[src/rtl/axil_ctrl_pkg.sv]
// Register map constants, response codes and W-channel payload for the accelerator control slave.
package axil_ctrl_pkg;

  localparam int unsigned REG_CTRL     = 0;
  localparam int unsigned REG_STATUS   = 1;
  localparam int unsigned REG_CFG_BASE = 2;

  localparam int unsigned CTRL_START_BIT = 0;
  localparam int unsigned CTRL_LOAD_BIT  = 1;
  localparam int unsigned CTRL_LAYER_LSB = 2;

  localparam int unsigned STATUS_DONE_BIT = 0;
  localparam int unsigned STATUS_BUSY_BIT = 1;
  localparam int unsigned STATUS_CNT_LSB  = 16;
  localparam int unsigned STATUS_CNT_W    = 16;

  localparam logic [1:0] RESP_OKAY   = 2'b00;
  localparam logic [1:0] RESP_SLVERR = 2'b10;

  typedef struct packed {
    logic [31:0] data;
    logic [3:0]  strb;
  } axil_w_t;

  // Byte-strobe merge of a write beat into an existing 32-bit word.
  function automatic logic [31:0] strb_merge(input logic [31:0] old_word,
                                             input logic [31:0] new_word,
                                             input logic [3:0]  strb);
    logic [31:0] res;
    for (int i = 0; i < 4; i++) begin
      res[8*i +: 8] = strb[i] ? new_word[8*i +: 8] : old_word[8*i +: 8];
    end
    return res;
  endfunction

endpackage

[src/rtl/axil_hold_reg.sv]
// One-entry holding slot for an AXI-Lite address or data beat.
module axil_hold_reg #(
  parameter int unsigned W = 8
) (
  input  logic         clk,
  input  logic         rst,
  input  logic         i_valid,
  input  logic [W-1:0] i_data,
  output logic         o_ready,
  input  logic         i_allow,
  input  logic         i_consume,
  output logic         o_valid,
  output logic [W-1:0] o_data
);

  logic         valid_q, valid_d;
  logic         ready_q, ready_d;
  logic [W-1:0] data_q, data_d;

  // Capture on handshake, free on consume; ready only when empty and the owner allows.
  always_comb begin
    valid_d = valid_q;
    data_d  = data_q;
    if (i_consume) valid_d = 1'b0;
    if (i_valid && ready_q) begin
      valid_d = 1'b1;
      data_d  = i_data;
    end
    ready_d = !valid_d && i_allow;
  end

  // Slot state registers.
  always_ff @(posedge clk) begin
    if (rst) begin
      valid_q <= 1'b0;
      ready_q <= 1'b0;
      data_q  <= '0;
    end else begin
      valid_q <= valid_d;
      ready_q <= ready_d;
      data_q  <= data_d;
    end
  end

  assign o_ready = ready_q;
  assign o_valid = valid_q;
  assign o_data  = data_q;

endmodule

[src/rtl/axil_ctrl_regs.sv]
// AXI4-Lite control/status register file for the DMA load path: CTRL, STATUS, CFG[].
module axil_ctrl_regs
  import axil_ctrl_pkg::*;
#(
  parameter int unsigned NUM_REGS = 4,
  parameter int unsigned ADDR_W   = 4,
  parameter int unsigned LAYER_W  = 2
) (
  input  logic                     clk,
  input  logic                     rst,
  input  logic [ADDR_W-1:0]        s_axi_awaddr,
  input  logic [2:0]               s_axi_awprot,
  input  logic                     s_axi_awvalid,
  output logic                     s_axi_awready,
  input  logic [31:0]              s_axi_wdata,
  input  logic [3:0]               s_axi_wstrb,
  input  logic                     s_axi_wvalid,
  output logic                     s_axi_wready,
  output logic [1:0]               s_axi_bresp,
  output logic                     s_axi_bvalid,
  input  logic                     s_axi_bready,
  input  logic [ADDR_W-1:0]        s_axi_araddr,
  input  logic [2:0]               s_axi_arprot,
  input  logic                     s_axi_arvalid,
  output logic                     s_axi_arready,
  output logic [31:0]              s_axi_rdata,
  output logic [1:0]               s_axi_rresp,
  output logic                     s_axi_rvalid,
  input  logic                     s_axi_rready,
  output logic                     o_start,
  output logic                     o_load_state,
  output logic [LAYER_W-1:0]       o_current_layer,
  output logic [(NUM_REGS-2)*32-1:0] o_cfg,
  input  logic                     i_last
);

  localparam int unsigned IDX_W   = ADDR_W - 2;
  localparam int unsigned NUM_CFG = NUM_REGS - 2;

  logic                  aw_valid, w_valid, commit_c, wr_ok_c, allow_c;
  logic [ADDR_W-1:0]     aw_addr;
  axil_w_t               w_in_c, w_held;
  logic [IDX_W-1:0]      wr_idx_c, rd_idx_c;
  logic [31:0]           ctrl_word_c, ctrl_merged_c, rd_word_c;

  logic                  bvalid_q, bvalid_d;
  logic [1:0]            bresp_q, bresp_d;
  logic                  arready_q, arready_d;
  logic                  rvalid_q, rvalid_d;
  logic [31:0]           rdata_q, rdata_d;
  logic [1:0]            rresp_q, rresp_d;
  logic                  start_q, start_d;
  logic                  load_q, load_d;
  logic [LAYER_W-1:0]    layer_q, layer_d;
  logic                  busy_q, busy_d;
  logic                  done_q, done_d;
  logic [STATUS_CNT_W-1:0] cnt_q, cnt_d;
  logic [NUM_CFG*32-1:0] cfg_q, cfg_d;

  assign w_in_c = '{data: s_axi_wdata, strb: s_axi_wstrb};

  axil_hold_reg #(.W(ADDR_W)) u_aw_hold (
    .clk(clk), .rst(rst),
    .i_valid(s_axi_awvalid), .i_data(s_axi_awaddr), .o_ready(s_axi_awready),
    .i_allow(allow_c), .i_consume(commit_c),
    .o_valid(aw_valid), .o_data(aw_addr)
  );

  axil_hold_reg #(.W($bits(axil_w_t))) u_w_hold (
    .clk(clk), .rst(rst),
    .i_valid(s_axi_wvalid), .i_data(w_in_c), .o_ready(s_axi_wready),
    .i_allow(allow_c), .i_consume(commit_c),
    .o_valid(w_valid), .o_data(w_held)
  );

  assign commit_c      = aw_valid && w_valid && !bvalid_q;
  assign wr_idx_c      = aw_addr[ADDR_W-1:2];
  assign rd_idx_c      = s_axi_araddr[ADDR_W-1:2];
  assign wr_ok_c       = 32'(wr_idx_c) < NUM_REGS;
  assign ctrl_word_c   = 32'({layer_q, load_q, 1'b0});
  assign ctrl_merged_c = strb_merge(ctrl_word_c, w_held.data, w_held.strb);

  // Write response: raise on commit, drop on B handshake; new beats blocked while pending.
  always_comb begin
    bvalid_d = bvalid_q;
    bresp_d  = bresp_q;
    if (bvalid_q && s_axi_bready) bvalid_d = 1'b0;
    if (commit_c) begin
      bvalid_d = 1'b1;
      bresp_d  = wr_ok_c ? RESP_OKAY : RESP_SLVERR;
    end
    allow_c = !bvalid_d;
  end

  // Register file update: CTRL/CFG byte writes, start pulse, sticky done/busy/count.
  always_comb begin
    load_d  = load_q;
    layer_d = layer_q;
    cfg_d   = cfg_q;
    start_d = 1'b0;
    busy_d  = busy_q;
    done_d  = done_q;
    cnt_d   = cnt_q;
    if (commit_c && wr_ok_c) begin
      if (32'(wr_idx_c) == REG_CTRL) begin
        load_d  = ctrl_merged_c[CTRL_LOAD_BIT];
        layer_d = ctrl_merged_c[CTRL_LAYER_LSB +: LAYER_W];
        start_d = w_held.strb[0] && w_held.data[CTRL_START_BIT] && !busy_q;
      end
      if (32'(wr_idx_c) == REG_STATUS && w_held.strb[0] && w_held.data[STATUS_DONE_BIT]) begin
        done_d = 1'b0;
      end
      for (int unsigned k = 0; k < NUM_CFG; k++) begin
        if (32'(wr_idx_c) == REG_CFG_BASE + k) begin
          cfg_d[k*32 +: 32] = strb_merge(cfg_q[k*32 +: 32], w_held.data, w_held.strb);
        end
      end
    end
    if (i_last) begin
      done_d = 1'b1;
      busy_d = 1'b0;
      cnt_d  = cnt_q + STATUS_CNT_W'(1);
    end
    if (start_d) busy_d = 1'b1;
  end

  // Read mux over the current (pre-commit) register contents.
  always_comb begin
    rd_word_c = '0;
    if (32'(rd_idx_c) == REG_CTRL) begin
      rd_word_c = ctrl_word_c;
    end else if (32'(rd_idx_c) == REG_STATUS) begin
      rd_word_c[STATUS_DONE_BIT] = done_q;
      rd_word_c[STATUS_BUSY_BIT] = busy_q;
      rd_word_c[STATUS_CNT_LSB +: STATUS_CNT_W] = cnt_q;
    end
    for (int unsigned k = 0; k < NUM_CFG; k++) begin
      if (32'(rd_idx_c) == REG_CFG_BASE + k) rd_word_c = cfg_q[k*32 +: 32];
    end
  end

  // Read channel: capture on AR handshake, hold until R handshake.
  always_comb begin
    rvalid_d = rvalid_q;
    rdata_d  = rdata_q;
    rresp_d  = rresp_q;
    if (rvalid_q && s_axi_rready) rvalid_d = 1'b0;
    if (s_axi_arvalid && arready_q) begin
      rvalid_d = 1'b1;
      rdata_d  = rd_word_c;
      rresp_d  = (32'(rd_idx_c) < NUM_REGS) ? RESP_OKAY : RESP_SLVERR;
    end
    arready_d = !rvalid_d;
  end

  // State registers.
  always_ff @(posedge clk) begin
    if (rst) begin
      bvalid_q  <= 1'b0;
      bresp_q   <= RESP_OKAY;
      arready_q <= 1'b0;
      rvalid_q  <= 1'b0;
      rdata_q   <= '0;
      rresp_q   <= RESP_OKAY;
      start_q   <= 1'b0;
      load_q    <= 1'b0;
      layer_q   <= '0;
      busy_q    <= 1'b0;
      done_q    <= 1'b0;
      cnt_q     <= '0;
      cfg_q     <= '0;
    end else begin
      bvalid_q  <= bvalid_d;
      bresp_q   <= bresp_d;
      arready_q <= arready_d;
      rvalid_q  <= rvalid_d;
      rdata_q   <= rdata_d;
      rresp_q   <= rresp_d;
      start_q   <= start_d;
      load_q    <= load_d;
      layer_q   <= layer_d;
      busy_q    <= busy_d;
      done_q    <= done_d;
      cnt_q     <= cnt_d;
      cfg_q     <= cfg_d;
    end
  end

  assign s_axi_bvalid    = bvalid_q;
  assign s_axi_bresp     = bresp_q;
  assign s_axi_arready   = arready_q;
  assign s_axi_rvalid    = rvalid_q;
  assign s_axi_rdata     = rdata_q;
  assign s_axi_rresp     = rresp_q;
  assign o_start         = start_q;
  assign o_load_state    = load_q;
  assign o_current_layer = layer_q;
  assign o_cfg           = cfg_q;

  // Protection bits and byte-offset address bits carry no meaning here.
  logic unused_c;
  assign unused_c = ^{s_axi_awprot, s_axi_arprot, aw_addr[1:0], s_axi_araddr[1:0], ctrl_merged_c};

endmodule

[config.mk]
export PLATFORM = sky130hd
export DESIGN_NAME = axil_ctrl_regs
export DESIGN_NICKNAME = d
export VERILOG_FILES = /design/src/rtl/axil_ctrl_pkg.sv /design/src/rtl/axil_hold_reg.sv /design/src/rtl/axil_ctrl_regs.sv
export SDC_FILE = /design/constraint.sdc
export NUM_CORES = 1
export LEC_CHECK = 0
export BUFFER_PORTS_ARGS = -buffer_cell sky130_fd_sc_hd__clkbuf_2
export CAP_MARGIN = 20
export CORE_ASPECT_RATIO = 1.75
export CORE_MARGIN = 2
export CORE_UTILIZATION = 35
export DETAILED_ROUTE_END_ITERATION = 8
export PLACE_DENSITY_LB_ADDON = 0.2
export SYNTH_ARGS = -nofsm -noshare
export SYNTH_HDL_FRONTEND = slang
export SYNTH_HIERARCHICAL = 1
export SYNTH_SLANG_ARGS = --single-unit
[constraint.sdc]
create_clock -name clk -period 1.3 [get_ports clk]
set_input_delay 0.13 -clock clk [delete_from_list [all_inputs] [get_ports clk]]
set_output_delay 0.13 -clock clk [all_outputs]
set_load 0.01 [all_outputs]
==> results.rst <==
.. list-table::
   :header-rows: 1

   * - Metric
     - Value
   * - Run status
     - finished with violations
   * - Violations in the final reports
     - setup timing
   * - Level count of the clock H-tree
     - 4
   * - Average cell area after synthesis
     - roughly 9.4 µm²
   * - Standard cell core area
     - about 20,000 µm²
   * - DR vias
     - 6,007
   * - Final HPWL from detailed placement
     - ~14,000 µm
   * - Boundary Pins
     - approximately 170
   * - Total overflow reported by the global router
     - 0
   * - Kind of critical path
     - flip-flop to flip-flop
   * - Peak supply drop
     - roughly 0.0011 V
   * - Detailed-route vias per instance
     - about 5
   * - Post-route cell area
     - approximately 9700 µm²
   * - Die Footprint
     - 21,000 µm²
   * - Sum of internal, switching and leakage power
     - 11.5 mW
   * - Clock tree from TritonCTS
     - built
   * - Origin of the worst min-delay path
     - s_axi_wdata[10]
   * - Die Y-Extent
     - between 150 and 200 µm
   * - Fraction of power spent switching nets
     - between 20% and 30%
   * - Setup clock skew after layout
     - 7.65 ps
   * - Longest Clk Path Bufs
     - 2
   * - Critical register-to-register path startpoint
     - s_axi_bvalid
   * - DIE WIDTH
     - ~110 µm
   * - Combinational cell fraction of total power
     - between 8 and 9%
   * - Internal Pwr Total
     - ~9 mW
   * - Count of port buffers added during placement
     - 152
   * - Total power per unit cell area
     - approximately 1200 nW/µm²
   * - Clock net sink count
     - 163
   * - Setup repair after global routing missed its margin
     - true
   * - Net load switching power
     - 2.66 mW
   * - Number of inserted filler cells in the final layout
     - slightly below 2,000
   * - Clock network fraction of total power
     - approximately 46%
   * - First-pass GRT wire length
     - 31,900 µm
   * - Required @ worst endpoint
     - roughly 1600 ps
   * - Residual DRC count
     - 0
   * - Effective utilization at floorplan
     - about 35%
   * - Final Max Tran Viols
     - 0
   * - Worst-Skew Late Latency
     - 430 ps
   * - Maximum fanout along the worst path
     - 4
   * - Clock root buffer
     - sky130_fd_sc_hd__clkbuf_16
   * - Fraction of power consumed by sequential logic
     - 45.7%
   * - Post-Synthesis Cell Area
     - 6920 µm²
   * - Total Negative Setup Slacks
     - -4890 ps
   * - Count of standard-cell rows
     - 68
   * - Share of post-route cells with drive strength above 1
     - 40.6%
   * - Number of detailed-route iterations in the first pass
     - 4
   * - Leading cell types in the layout, fill and taps excluded
     - sky130_fd_sc_hd__dfxtp_1, sky130_fd_sc_hd__clkbuf_2, sky130_fd_sc_hd__nor2_1, sky130_fd_sc_hd__nand2_1, sky130_fd_sc_hd__a21oi_2
   * - Cells after synthesis
     - ~740
   * - Global placement routability congestion
     - around 0.81
   * - Placed cell areas
     - approximately 8300 µm²
   * - Mean routed wirelength per cell
     - 16.7 µm
   * - Final Routed Wirelength
     - 20,100 µm
   * - Largest net degree at the start of global routing
     - between 50 and 60
   * - Most common cell after layout, fill and taps aside
     - sky130_fd_sc_hd__dfxtp_1
   * - Setup crit start
     - s_axi_bvalid
   * - Post-route fraction of the period consumed by the critical path
     - 113%
   * - Warnings, synthesis
     - 6
   * - Data arrival, critical path
     - 1780 ps
   * - Signed area change from the synthesized netlist to the final layout
     - 39.6%
   * - Nets
     - around 1,000
   * - Type of destination of the critical path
     - flip-flop
   * - Sort of element at the start of the critical path
     - flip-flop
   * - Final Hold Violating Endpoints
     - 0
   * - Antenna-violating nets left
     - 0
   * - Number of global-route vias before repair
     - just over 6,000
   * - Clock period minus worst slack
     - between 1000 and 1500 ps
   * - Worst slack, placed
     - -163 ps
   * - Area of combinational cells with multiple inputs
     - between 3000 and 4000 µm²
   * - Hold WS
     - between 10 and 15 ps
   * - Path type of the worst min-delay path
     - input port to flip-flop
   * - Min setup slack post-route
     - -166 ps
   * - Clock buffer count from CTS
     - 17
   * - Clock edge transition at the registers on the reported setup and hold paths
     - 60 ps
   * - Highest achievable clock rate
     - just under 0.7 GHz
   * - Initial antenna violation count
     - 1
   * - Number of maximum-capacitance violations
     - 0
   * - P_leak
     - 3.93 nW
   * - Iteration-0 DRC count of the detailed router
     - between 200 and 250
   * - Overall track demand over capacity in global routing
     - about a fifth
   * - Final-report setup violation count
     - 44
   * - Sequential standard cell area
     - 3280 µm²
## metal layers
layer,vias up,GRT usage (%),share of wire [%]
met5,-,0,0
met3,32,4.35,4.0
met1,2854,23.1,41
met4,0,8.89,2.4
li1,2980,-,-
met2,141,33.7,52
## area by class of cell
class | instances | area share [%]
clock buffers | 21 | 4.56
flip-flops and latches | 163 | 34.0
diodes | 1 | 0.0259
clock inverters | 10 | 1.65
multi-input cells | 506 | 37.2
repair buffers | 250 | 19.2
well taps | 245 | 3.17
inverters | 4 | 0.156
## worst max-delay path, stage by stage (launching register included)
cell	delay, ps
sky130_fd_sc_hd__dfxtp_2	330
sky130_fd_sc_hd__buf_4	120
sky130_fd_sc_hd__or4_4	560
sky130_fd_sc_hd__buf_6	150
sky130_fd_sc_hd__mux2i_1	140
sky130_fd_sc_hd__nor2_1	60
## flip-flops by register name, summed over array words and instances, names as in the netlist, 2 cells and up
register / cells
o_current_layer: 2
u_aw_hold/o_data: 2
u_w_hold/o_data: 36
s_axi_rdata: 32
o_cfg: 64
cnt_q: 16
## power groups by stage
stage                     logic, mW  clock network, mW  registers, mW
after global routing           1.12               5.51           5.25
after floorplan               0.549                  0           5.32
after CTS                      1.02               5.35           5.23
final                          1.02               5.21           5.24
after global placement        0.880                  0           5.33
after detailed placement      0.883                  0           5.33
## path summary, 6_finish.rpt
kind | endpoint | slack [ps] | cells past startpoint
setup / recovery | o_current_layer[0] | -170 | 5
hold / removal | u_w_hold/o_data[14] | 10 | 3
setup reg to reg | o_current_layer[0] | -170 | 5
hold reg to reg | s_axi_rdata[1] | 460 | 2
## stage by stage
step,std cells,util [%]
after detailed placement,1127,42.3
after CTS,1196,47.9
final,1200,49.3
after global routing,1200,49.3
after global placement,1127,42.3
after floorplan,739,-
## what timing repair did
action                                  4_1_cts  5_1_grt
gates resized for setup                      29       71
endpoints found under the hold margin        39        0
hold buffers                                 38        0
endpoints found under the setup margin       73       89
buffers inserted                              1        5
gates cloned                                  1        0
pin swaps                                    11       29
(Power assumes the default switching activity.)
